**config.mk**
```make
export PLATFORM = sky130hd
export DESIGN_NAME = serial_add_sched
export DESIGN_NICKNAME = d
export VERILOG_FILES = /design/src/rtl/serial_add_sched_pkg.sv /design/src/rtl/serial_add_sched_fa.sv /design/src/rtl/serial_add_sched.sv
export SDC_FILE = /design/constraint.sdc
export NUM_CORES = 1
export LEC_CHECK = 0
export ABC_CLOCK_PERIOD_IN_PS = 1500
export CORE_MARGIN = 2
export CORE_UTILIZATION = 44
export CTS_CLUSTER_SIZE = 25
export DETAILED_ROUTE_END_ITERATION = 7
export HOLD_SLACK_MARGIN = 0.05
export MAX_ROUTING_LAYER = met4
export PLACE_DENSITY = 0.87
export SYNTH_ARGS = -nofsm -noshare
export SYNTH_HDL_FRONTEND = slang
export SYNTH_SLANG_ARGS = --single-unit
```
**constraint.sdc**
```tcl
create_clock -name clk -period 1.5 [get_ports clk]
set_input_delay 0.225 -clock clk [delete_from_list [all_inputs] [get_ports clk]]
set_output_delay 0.225 -clock clk [all_outputs]
set_load 0.005 [all_outputs]
```
**src/rtl/serial_add_sched_pkg.sv**
```systemverilog
// rtl/serial_add_sched_pkg.sv - shared state encoding and client constants for the serial adder scheduler
package serial_add_sched_pkg;

    typedef enum logic [1:0] {
        ST_IDLE = 2'd0,
        ST_RUN  = 2'd1,
        ST_DONE = 2'd2
    } state_t;

    localparam logic CLIENT0 = 1'b0;
    localparam logic CLIENT1 = 1'b1;

    function automatic logic [1:0] client_onehot(input logic idx);
        return (idx == CLIENT1) ? 2'b10 : 2'b01;
    endfunction

endpackage

```
**src/rtl/serial_add_sched_fa.sv**
```systemverilog
// rtl/serial_add_sched_fa.sv - single-bit full-adder cell
module serial_add_sched_fa (
    input  logic a,
    input  logic b,
    input  logic ci,
    output logic s,
    output logic co
);

    assign s  = a ^ b ^ ci;
    assign co = (a & b) | (ci & (a ^ b));

endmodule

```
**src/rtl/serial_add_sched.sv**
```systemverilog
// rtl/serial_add_sched.sv - round-robin two-client bit-serial adder sharing one full-adder cell
module serial_add_sched
    import serial_add_sched_pkg::*;
#(
    parameter int N = 8
) (
    input  logic         clk,
    input  logic         reset,
    input  logic         req0,
    input  logic [N-1:0] a0,
    input  logic [N-1:0] b0,
    input  logic         req1,
    input  logic [N-1:0] a1,
    input  logic [N-1:0] b1,
    output logic [1:0]   gnt,
    output logic         busy,
    output logic [1:0]   done,
    output logic [N-1:0] sum,
    output logic         cout
);

    localparam int CW = (N > 1) ? $clog2(N) : 1;
    localparam logic [CW-1:0] LAST_BIT = CW'(N - 1);

    state_t        state;
    state_t        state_nxt;
    logic          owner;
    logic          owner_sel;
    logic          last_served;
    logic [N-1:0]  sa;
    logic [N-1:0]  sb;
    logic [N-1:0]  ss;
    logic          carry;
    logic [CW-1:0] count;
    logic          fa_s;
    logic          fa_co;
    logic          any_req;
    logic [N-1:0]  ss_shifted;

    serial_add_sched_fa u_fa (
        .a  (sa[0]),
        .b  (sb[0]),
        .ci (carry),
        .s  (fa_s),
        .co (fa_co)
    );

    assign any_req    = req0 | req1;
    assign ss_shifted = {fa_s, ss[N-1:1]};

    // Arbitration: a lone requester wins; on a tie the client not served last wins.
    always_comb begin
        owner_sel = CLIENT0;
        if (req0 && req1) begin
            owner_sel = ~last_served;
        end else if (req1) begin
            owner_sel = CLIENT1;
        end
    end

    // State register.
    always_ff @(posedge clk) begin
        if (reset) begin
            state <= ST_IDLE;
        end else begin
            state <= state_nxt;
        end
    end

    // Next-state logic: accept, run N bits, hold DONE for exactly one cycle.
    always_comb begin
        state_nxt = state;
        case (state)
            ST_IDLE: if (any_req) state_nxt = ST_RUN;
            ST_RUN:  if (count == LAST_BIT) state_nxt = ST_DONE;
            ST_DONE: state_nxt = ST_IDLE;
            default: state_nxt = ST_IDLE;
        endcase
    end

    // Datapath: operand latch, LSB-first shifting, result capture and round-robin history.
    always_ff @(posedge clk) begin
        if (reset) begin
            owner       <= CLIENT0;
            last_served <= CLIENT1;
            sa          <= '0;
            sb          <= '0;
            ss          <= '0;
            carry       <= 1'b0;
            count       <= '0;
            sum         <= '0;
            cout        <= 1'b0;
        end else begin
            case (state)
                ST_IDLE: begin
                    if (any_req) begin
                        owner <= owner_sel;
                        sa    <= (owner_sel == CLIENT1) ? a1 : a0;
                        sb    <= (owner_sel == CLIENT1) ? b1 : b0;
                        carry <= 1'b0;
                        count <= '0;
                    end
                end
                ST_RUN: begin
                    sa    <= sa >> 1;
                    sb    <= sb >> 1;
                    ss    <= ss_shifted;
                    carry <= fa_co;
                    count <= count + CW'(1);
                    // Capture on the final bit so sum/cout are valid alongside done.
                    if (count == LAST_BIT) begin
                        sum  <= ss_shifted;
                        cout <= fa_co;
                    end
                end
                ST_DONE: begin
                    last_served <= owner;
                end
                default: begin
                    count <= '0;
                end
            endcase
        end
    end

    // Outputs decoded from state and the current owner.
    always_comb begin
        gnt  = 2'b00;
        busy = 1'b0;
        done = 2'b00;
        if (state == ST_RUN || state == ST_DONE) begin
            gnt  = client_onehot(owner);
            busy = 1'b1;
        end
        if (state == ST_DONE) begin
            done = client_onehot(owner);
        end
    end

endmodule

```
# Word level (Yosys, flattened, before mapping)
# Index checks and enable logic that the tools add are counted.
# totals
out_inout_bits	14
wordCells	52
inputBits	36
register_bits	41
# op_classes
bitwise_logic	8
eq_ne	5
reduce_logical	9
addsub	1
n_mux	19
# ops
cell	count
$mux W8	4
$pmux W8 S2	2
$mux W2	5
$reduce_and A2 Y1	5
$pmux W3 S3	1
$mux W1	4
$ne A2 B2 Y1 const B	2
$pmux W2 S2	1
$add A3 B1 Y3 const B	1
$eq A3 B3 Y1 const B	1
$mux W3	1
$and A1 B1 Y1	2
$eq A2 B1 Y1 const B	1
$eq A2 B2 Y1 const B	1
$logic_not A2 Y1	1
$not A1 Y1	2
$or A1 B1 Y1	2
$pmux W1 S2	1
$reduce_bool A2 Y1	1
$xor A1 B1 Y1	2
$logic_and A1 B1 Y1	1
$logic_or A1 B1 Y1	1

# Logic depth before layout (Yosys ltp)
# Gate-level depths: netlist (run 1).
# depth
depth_word	5
depth_mapped	7
mapped_depth_nobuf	6

# By module
# Synthesis (run 1) repeated with hierarchy kept, for this count alone.
# unflattened
hier_cells	225
area_unflattened_um2	2038.2
# by_module_without_submodules
module	instances	area_per_inst_um2	cells_per_inst	seq_area_each_um2
serial_add_sched	1	2018.2	224	800.8
serial_add_sched_fa	1	20.0	1	0.0

# Worst setup path before layout (run 1)
# No wires, ideal clock.
# synth_timing
kind	reg-to-reg
start	register state[0]
end	register sb[5]
stages_incl_launch_ff	8
synth_period_minus_slack_ps	1530
slack_ps	-30
setup_time_ps	96
arrival_time_ps	1434
required_time_ps	1404
n_path_buf	1
path_cell_list	dfxtp_1 > inv_1 > ha_1 > or3b_1 > o21ai_2 > buf_4 > nand3b_1 > o41ai_2
# synth_via
elab_chain_len	3
word_cells_on_any_way	6
cone_classes	eq/ne (2); mux (1); reduce/logical (3)
# synth_lines
item	line	rtl
start, declared	serial_add_sched.sv:25	state_t state;
start signal, assigned	serial_add_sched.sv:66	state <= state_nxt;
$eq A2 B1 Y1 / $logic_not A2 Y1 (equally long branches)	serial_add_sched.sv:94	case (state)
$reduce_bool A2 Y1 (no source line) / $ne A2 B2 Y1 (equally long branches)	n/a	
$reduce_and A2 Y1 (no source line)	n/a	
end signal, assigned	serial_add_sched.sv:99	sb <= (owner_sel == CLIENT1) ? b1 : b0;
end signal, assigned	serial_add_sched.sv:106	sb <= sb >> 1;
end, declared	serial_add_sched.sv:31	logic [N-1:0] sb;
# Parallel ways exist; a longest one is shown, timed or not.
# A chain may end at the register's enable or synchronous reset.

# Worst setup path after layout (run 1)
# layout_timing
start	register state[1]
end	output port done[1]
# layout_via
elab_chain_len	2
# layout_lines
item	line	rtl
$eq A2 B2 Y1	serial_add_sched.sv:135	if (state == ST_DONE) begin
$mux W2	serial_add_sched.sv:135	
end, declared	serial_add_sched.sv:17	output logic [1:0] done,
# No other way between the ends.

==> results of run 1 <==
-- critical path, cell delays in order, from the launching register on --
cell	delay, ns
sky130_fd_sc_hd__dfxtp_2	0.32
sky130_fd_sc_hd__buf_4	0.13
sky130_fd_sc_hd__ha_2	0.18
sky130_fd_sc_hd__and2_4	0.15
sky130_fd_sc_hd__dlygate4sd2_1	0.25
-- path summary, 6_finish.rpt --
path	start	end	slack (ns)	cells after the start
setup reg to reg	state[0]	sb[3]	-0.05	6
setup / recovery	state[1]	done[1]	-0.07	4
hold reg to reg	sum[2]	sum[2]	0.46	2
hold / removal	sum[2]	sum[2]	0.46	2
-- cell families after synthesis --
family                   after synthesis  synth area share
AO/OA/AOI/OAI                         71             0.266
adder cells (fa/ha/maj)                6            0.0405
multiplexers                           7            0.0344
flip-flops                            40             0.393
buffers and inverters                 23            0.0583
AND/OR/NAND/NOR                       78             0.207
-- area by class of cell --
type,instances,share of cell area
tap,52,0.0216
timing repair buffer,71,0.249
inverter,4,0.00499
clock buffer,6,0.0275
clock inverter,2,0.0129
sequential,40,0.267
multi-input combinational,162,0.417
-- flip-flops by register name (all words and copies together), names as in the netlist --
| name | count |
|---|---|
| owner | 1 |
| sb | 8 |
| count | 3 |
| last_served | 1 |
| sum | 8 |
| state | 2 |
| ss | 7 |
| sa | 8 |
| cout | 1 |
| carry | 1 |
-- synth_stat cells, types with 2 or more instances --
cell	number
sky130_fd_sc_hd__buf_6	2
sky130_fd_sc_hd__buf_4	2
sky130_fd_sc_hd__dfxtp_1	40
sky130_fd_sc_hd__nand3b_1	15
sky130_fd_sc_hd__nand2_1	15
sky130_fd_sc_hd__nand3_1	11
sky130_fd_sc_hd__buf_2	8
sky130_fd_sc_hd__ha_1	5
sky130_fd_sc_hd__nor3_1	2
sky130_fd_sc_hd__a21o_1	14
sky130_fd_sc_hd__a21oi_1	29
sky130_fd_sc_hd__nor2b_1	16
sky130_fd_sc_hd__o211ai_1	2
sky130_fd_sc_hd__mux2i_1	7
sky130_fd_sc_hd__inv_1	4
sky130_fd_sc_hd__and2_1	2
sky130_fd_sc_hd__nor2_1	14
sky130_fd_sc_hd__o41ai_2	7
sky130_fd_sc_hd__a21oi_2	2
sky130_fd_sc_hd__a22o_1	2
sky130_fd_sc_hd__clkbuf_1	7
sky130_fd_sc_hd__o21ai_0	3
sky130_fd_sc_hd__o41ai_1	7
-- layer usage --
metal	up-vias	global-route usage	part of all wire	routed length (µm)
li1	924	-	-	-
met1	907	0.230	0.41	2270
met2	60	0.353	0.49	2740
met3	14	0.0625	0.064	357
met4	0	0.0734	0.035	193
met5	-	-	0	0
-- stage by stage --
stage,worst slack (ns),hold slack [ns],utilization
2_1_floorplan,-0.00491,0.449,-
3_3_place_gp,-0.207,0.445,0.615
3_5_place_dp,-0.265,0.449,0.615
4_1_cts,-0.0728,0.456,0.651
5_1_grt,-0.126,0.490,0.681
6_report,-0.0675,0.460,0.681
-- power by group through the flow --
stage	registers, W	clock network, W	logic [W]
final	0.00121	0.000954	0.000825
after global routing	0.00121	0.00100	0.000892
after CTS	0.00120	0.000963	0.000722
after detailed placement	0.00122	0	0.000696
after global placement	0.00121	0	0.000672
after floorplan	0.00120	0	0.000425
-- timing repair --
item / 4_1_cts / 5_1_grt
pin swaps: 0 / 4
gates cloned: 0 / 2
setup endpoints to repair: 22 / 35
gates resized for setup: 16 / 23
==> metrics, run 1 <==
worst slew margin relative to its limit 0.452; power after layout 0.00298 W; clock tree from TritonCTS done; proportion of total power due to net switching 0.284; number of instances in the synthesized netlist 225; commonest non-fill, non-tap cell in the layout sky130_fd_sc_hd__clkdlybuf4s50_1; violated checks setup timing; DRC Markers 0; async set-reset flop share out of synthesis 0; category of the critical setup timing path register to output pin; first-pass GRT wire length 8160 µm; Num Clock Sinks 40; maximum number of pins on one net before global-route repair 42; Tightest Pin Transition 0.822 ns; final number of setup-violating endpoints 16; dominant synthesized flop cell sky130_fd_sc_hd__dfxtp_1; half-perimeter wire length after placement 3400 µm; gp weighted congestion 0.794; net switching component of the power 0.000849 W; data required time of the worst path 1.27 ns; fraction of power consumed by the clock network 0.320; setup repair after global routing missed its margin yes; vias in the first global route 1,783; largest area contributor in the netlist sky130_fd_sc_hd__dfxtp_1; Detail Route Antenna Nets 0; number of inserted filler cells in the final layout 310; maximum root-to-sink buffer count 2; combinational share of power 0.276; DP Cell Count 327; antenna violations before repair 0; number of enable-type register cells in the synthesized netlist 0; maximum VDD drop 0.595 mV; number of port buffers 49; crit path capture type output pin; postcts setup bufs 0; clock slew seen by the registers of the worst setup and hold paths 0.08 ns; number of nets produced by synthesis 267; internal portion of total power 0.00214 W; 1st-iter DRT viols 129; Syn-to-layout area delta 47.5%; share of the synthesized area in the top cell type 0.393; number of search-and-repair iterations in the first detailed-routing pass 4; number of H-tree branching levels 2; Final Hold Viols 0; chip width 72.1 µm; nature of the critical path startpoint register; total global routing overflow 0; post-route worst setup slack -0.0675 ns; Root Driver sky130_fd_sc_hd__clkbuf_8; clock tree skew after final layout 0.00901 ns; per-cell via count in the routed design 5.65; share of synthesized area occupied by flip-flops and latches 0.393; Distinct cells, synth 32; maximum capacitance violations 0; average instance area after synthesis 9.06 µm²; final period demand of the worst path 1.57 ns; Max Slew Vio Count 0; total non-filler cell area in the finished layout 0.00301 mm²; critical-path maximum fanout 3; total power per unit cell area 993 mW/mm²; GRT Overall Usage 0.208; starting utilization of the core area 0.462; Storage cell area 803 µm²; placed instance area 0.00272 mm²; overall via count from detail_route 1,905; number of nets in the finished design 326; footprint of the multi-input gates 0.00125 mm²; top cells by area, synth sky130_fd_sc_hd__dfxtp_1, sky130_fd_sc_hd__a21oi_1, sky130_fd_sc_hd__o41ai_2, sky130_fd_sc_hd__nand3b_1, sky130_fd_sc_hd__a21o_1; core area 0.00441 mm²; number of buffers inserted for hold repair after clock tree synthesis 0; outcome complete, but fails checks; Syn. warnings 0; clock buffers created by TritonCTS 5; routed wire length 5560 µm; Static Leakage 1.25 nW; post-route clock period utilization 1.05; Clk Latency, worst-skew pair 0.31 ns; Reg power frac 0.404; post-route non-filler standard cell count 337; leading cell types in the layout, fill and taps excluded sky130_fd_sc_hd__clkdlybuf4s50_1, sky130_fd_sc_hd__dfxtp_1, sky130_fd_sc_hd__a21oi_1, sky130_fd_sc_hd__nor2b_1, sky130_fd_sc_hd__nand3b_1; setup TNS after final layout -0.656 ns; Worst Path Arrival 1.34 ns; combined area of all synthesized cells 0.00204 mm²; Chip Height 72.1 µm; Core Rows 24; layout cell share with drive strength beyond 1 0.232; number of antenna cells inserted 0; type of the tightest min-delay check register to register; number of storage elements in the synthesis netlist 40; routed wirelength normalized by instance count 16.5 µm; f_max 638 MHz; number of ports placed on the die boundary 50; floorplan die area 0.00519 mm²
No activity file was read; power rests on OpenSTA's default activity.
==> run 2, diff against run 1 <==
Settings changed: PLACE_DENSITY 0.87 to unset, PLACE_DENSITY_LB_ADDON set to 0.1.
==> metrics, run 2 (synthesis gave the netlist of run 1 again) <==
Num Clock Sinks 40; first-pass GRT wire length 7780 µm; clock tree skew after final layout 0.00502 ns; GRT Overall Usage 0.192; Chip Height 72.1 µm; core area 0.00441 mm²; data required time of the worst path 1.66 ns; nature of the critical path startpoint register; Worst Setup Slack post-DPL -0.297 ns; power after layout 0.00293 W; gp weighted congestion 0.713; leading cell types in the layout, fill and taps excluded sky130_fd_sc_hd__clkdlybuf4s50_1, sky130_fd_sc_hd__dfxtp_1, sky130_fd_sc_hd__a21oi_1, sky130_fd_sc_hd__buf_4, sky130_fd_sc_hd__nor2b_1; met3 track demand over resource 0.0500; worst slew margin relative to its limit 0.571; post-route worst setup slack -0.0379 ns; floorplan die area 0.00519 mm²; DP Cell Count 329; post-route clock period utilization 1.03; maximum capacitance violations 0; DRC Markers 0; number of antenna cells inserted 0; number of nets in the finished design 331; Core Rows 24; CP startpoint state[0]; Syn-to-layout area delta 46.2%; number of H-tree branching levels 2; per-cell via count in the routed design 5.38; clock tree from TritonCTS done; total power per unit cell area 983 mW/mm²; Max Slew Vio Count 0; GR Util met1 0.254; Root Driver sky130_fd_sc_hd__clkbuf_8; Detail Route Antenna Nets 0; critical-path maximum fanout 6; crit path capture type register; Worst Path Arrival 1.70 ns; layout cell share with drive strength beyond 1 0.238; number of port buffers 49; routed wire length 4800 µm; overall via count from detail_route 1,839; clock buffers created by TritonCTS 5; placed instance area 0.00271 mm²; half-perimeter wire length after placement 3150 µm; maximum number of pins on one net before global-route repair 36; final period demand of the worst path 1.54 ns; outcome complete, but fails checks; routed wirelength normalized by instance count 14.0 µm; startpoint of the tightest hold check path reset; antenna violations before repair 0; total non-filler cell area in the finished layout 0.00298 mm²; Clk Latency, worst-skew pair 0.30 ns; setup repair after global routing missed its margin yes; number of ports placed on the die boundary 50; chip width 72.1 µm; total global routing overflow 0; maximum VDD drop 0.704 mV; final number of setup-violating endpoints 16; commonest non-fill, non-tap cell in the layout sky130_fd_sc_hd__clkdlybuf4s50_1; Largest regs sa x8, sb x8, sum x8; type of the tightest min-delay check primary input to register; reg-to-reg critical path startpoint state[0]; violated checks setup timing; clock slew seen by the registers of the worst setup and hold paths 0.08 ns; 1st-iter DRT viols 90; Static Leakage 1.24 nW; Final Hold Viols 0; met2 global-route usage 0.294; Tightest Pin Transition 0.643 ns; grt peak-use layer met2; category of the critical setup timing path register to register; number of search-and-repair iterations in the first detailed-routing pass 4; starting utilization of the core area 0.462; vias in the first global route 1,714; f_max 650 MHz; maximum root-to-sink buffer count 2; post-route non-filler standard cell count 342
## run 2: changes by cell type in the layout (fill, tap and decap cells not counted), sizes merged
cell	before	now
clkdlybuf4s50	43	41
clkdlybuf4s15	2	0
clkbuf	9	10
buf	22	29
clkinv	1	0
dlygate4sd2	1	3
## run 2: per-layer routing
layer  wire length, µm  up-vias
li1                  -      930
met1              2210      863
met2              2270       40
met3               261        6
met4                53        0
met5                 0        -
## run 2: final timing paths
check,endpoint,slack [ns],cells after the start
min,carry,0.44,2
max reg2reg,sa[2],-0.04,6
min reg2reg,sum[0],0.46,2
max,sa[2],-0.04,6
## run 2: cell type report
class / count / area [µm²]
inverter: 4 / 17.5
clock buffer: 7 / 96.3
clock inverter: 1 / 30.0
sequential: 40 / 803
multi-input combinational: 162 / 1220
timing repair buffer: 76 / 743
fill: 385 / 1440
tap: 52 / 65.1
## run 2: worst max-delay path: stages, from the launching register on
cell                        delay, ns
sky130_fd_sc_hd__dfxtp_2         0.34
sky130_fd_sc_hd__inv_4           0.07
sky130_fd_sc_hd__ha_4            0.13
sky130_fd_sc_hd__or3b_4          0.40
sky130_fd_sc_hd__o21ai_4         0.16
sky130_fd_sc_hd__clkbuf_16       0.23
sky130_fd_sc_hd__o41ai_2         0.07
## run 2: what timing repair did
| item | 4_1_cts | 5_1_grt |
|---|---|---|
| resized for setup | 26 | 20 |
| setup endpoints to repair | 22 | 26 |
| cloned | 1 | 2 |
| pin swaps | 1 | 1 |
| hold buffers | 0 | 0 |
| setup buffers | 2 | 0 |
## run 2: where the power goes
| group | switching [W] | internal, W |
|---|---|---|
| combinational | 0.000348 | 0.000417 |
| clock | 0.000385 | 0.000587 |
| sequential | 0.0000494 | 0.00114 |
## run 2: metrics by stage
stage	util	setup TNS (ns)	hold slack [ns]
after floorplan	-	-0.0342	0.449
after detailed placement	0.613	-4.26	0.448
after global routing	0.675	-1.02	0.472
after global placement	0.613	-3.84	0.447
after CTS	0.651	-0.224	0.426
final	0.675	-0.330	0.443
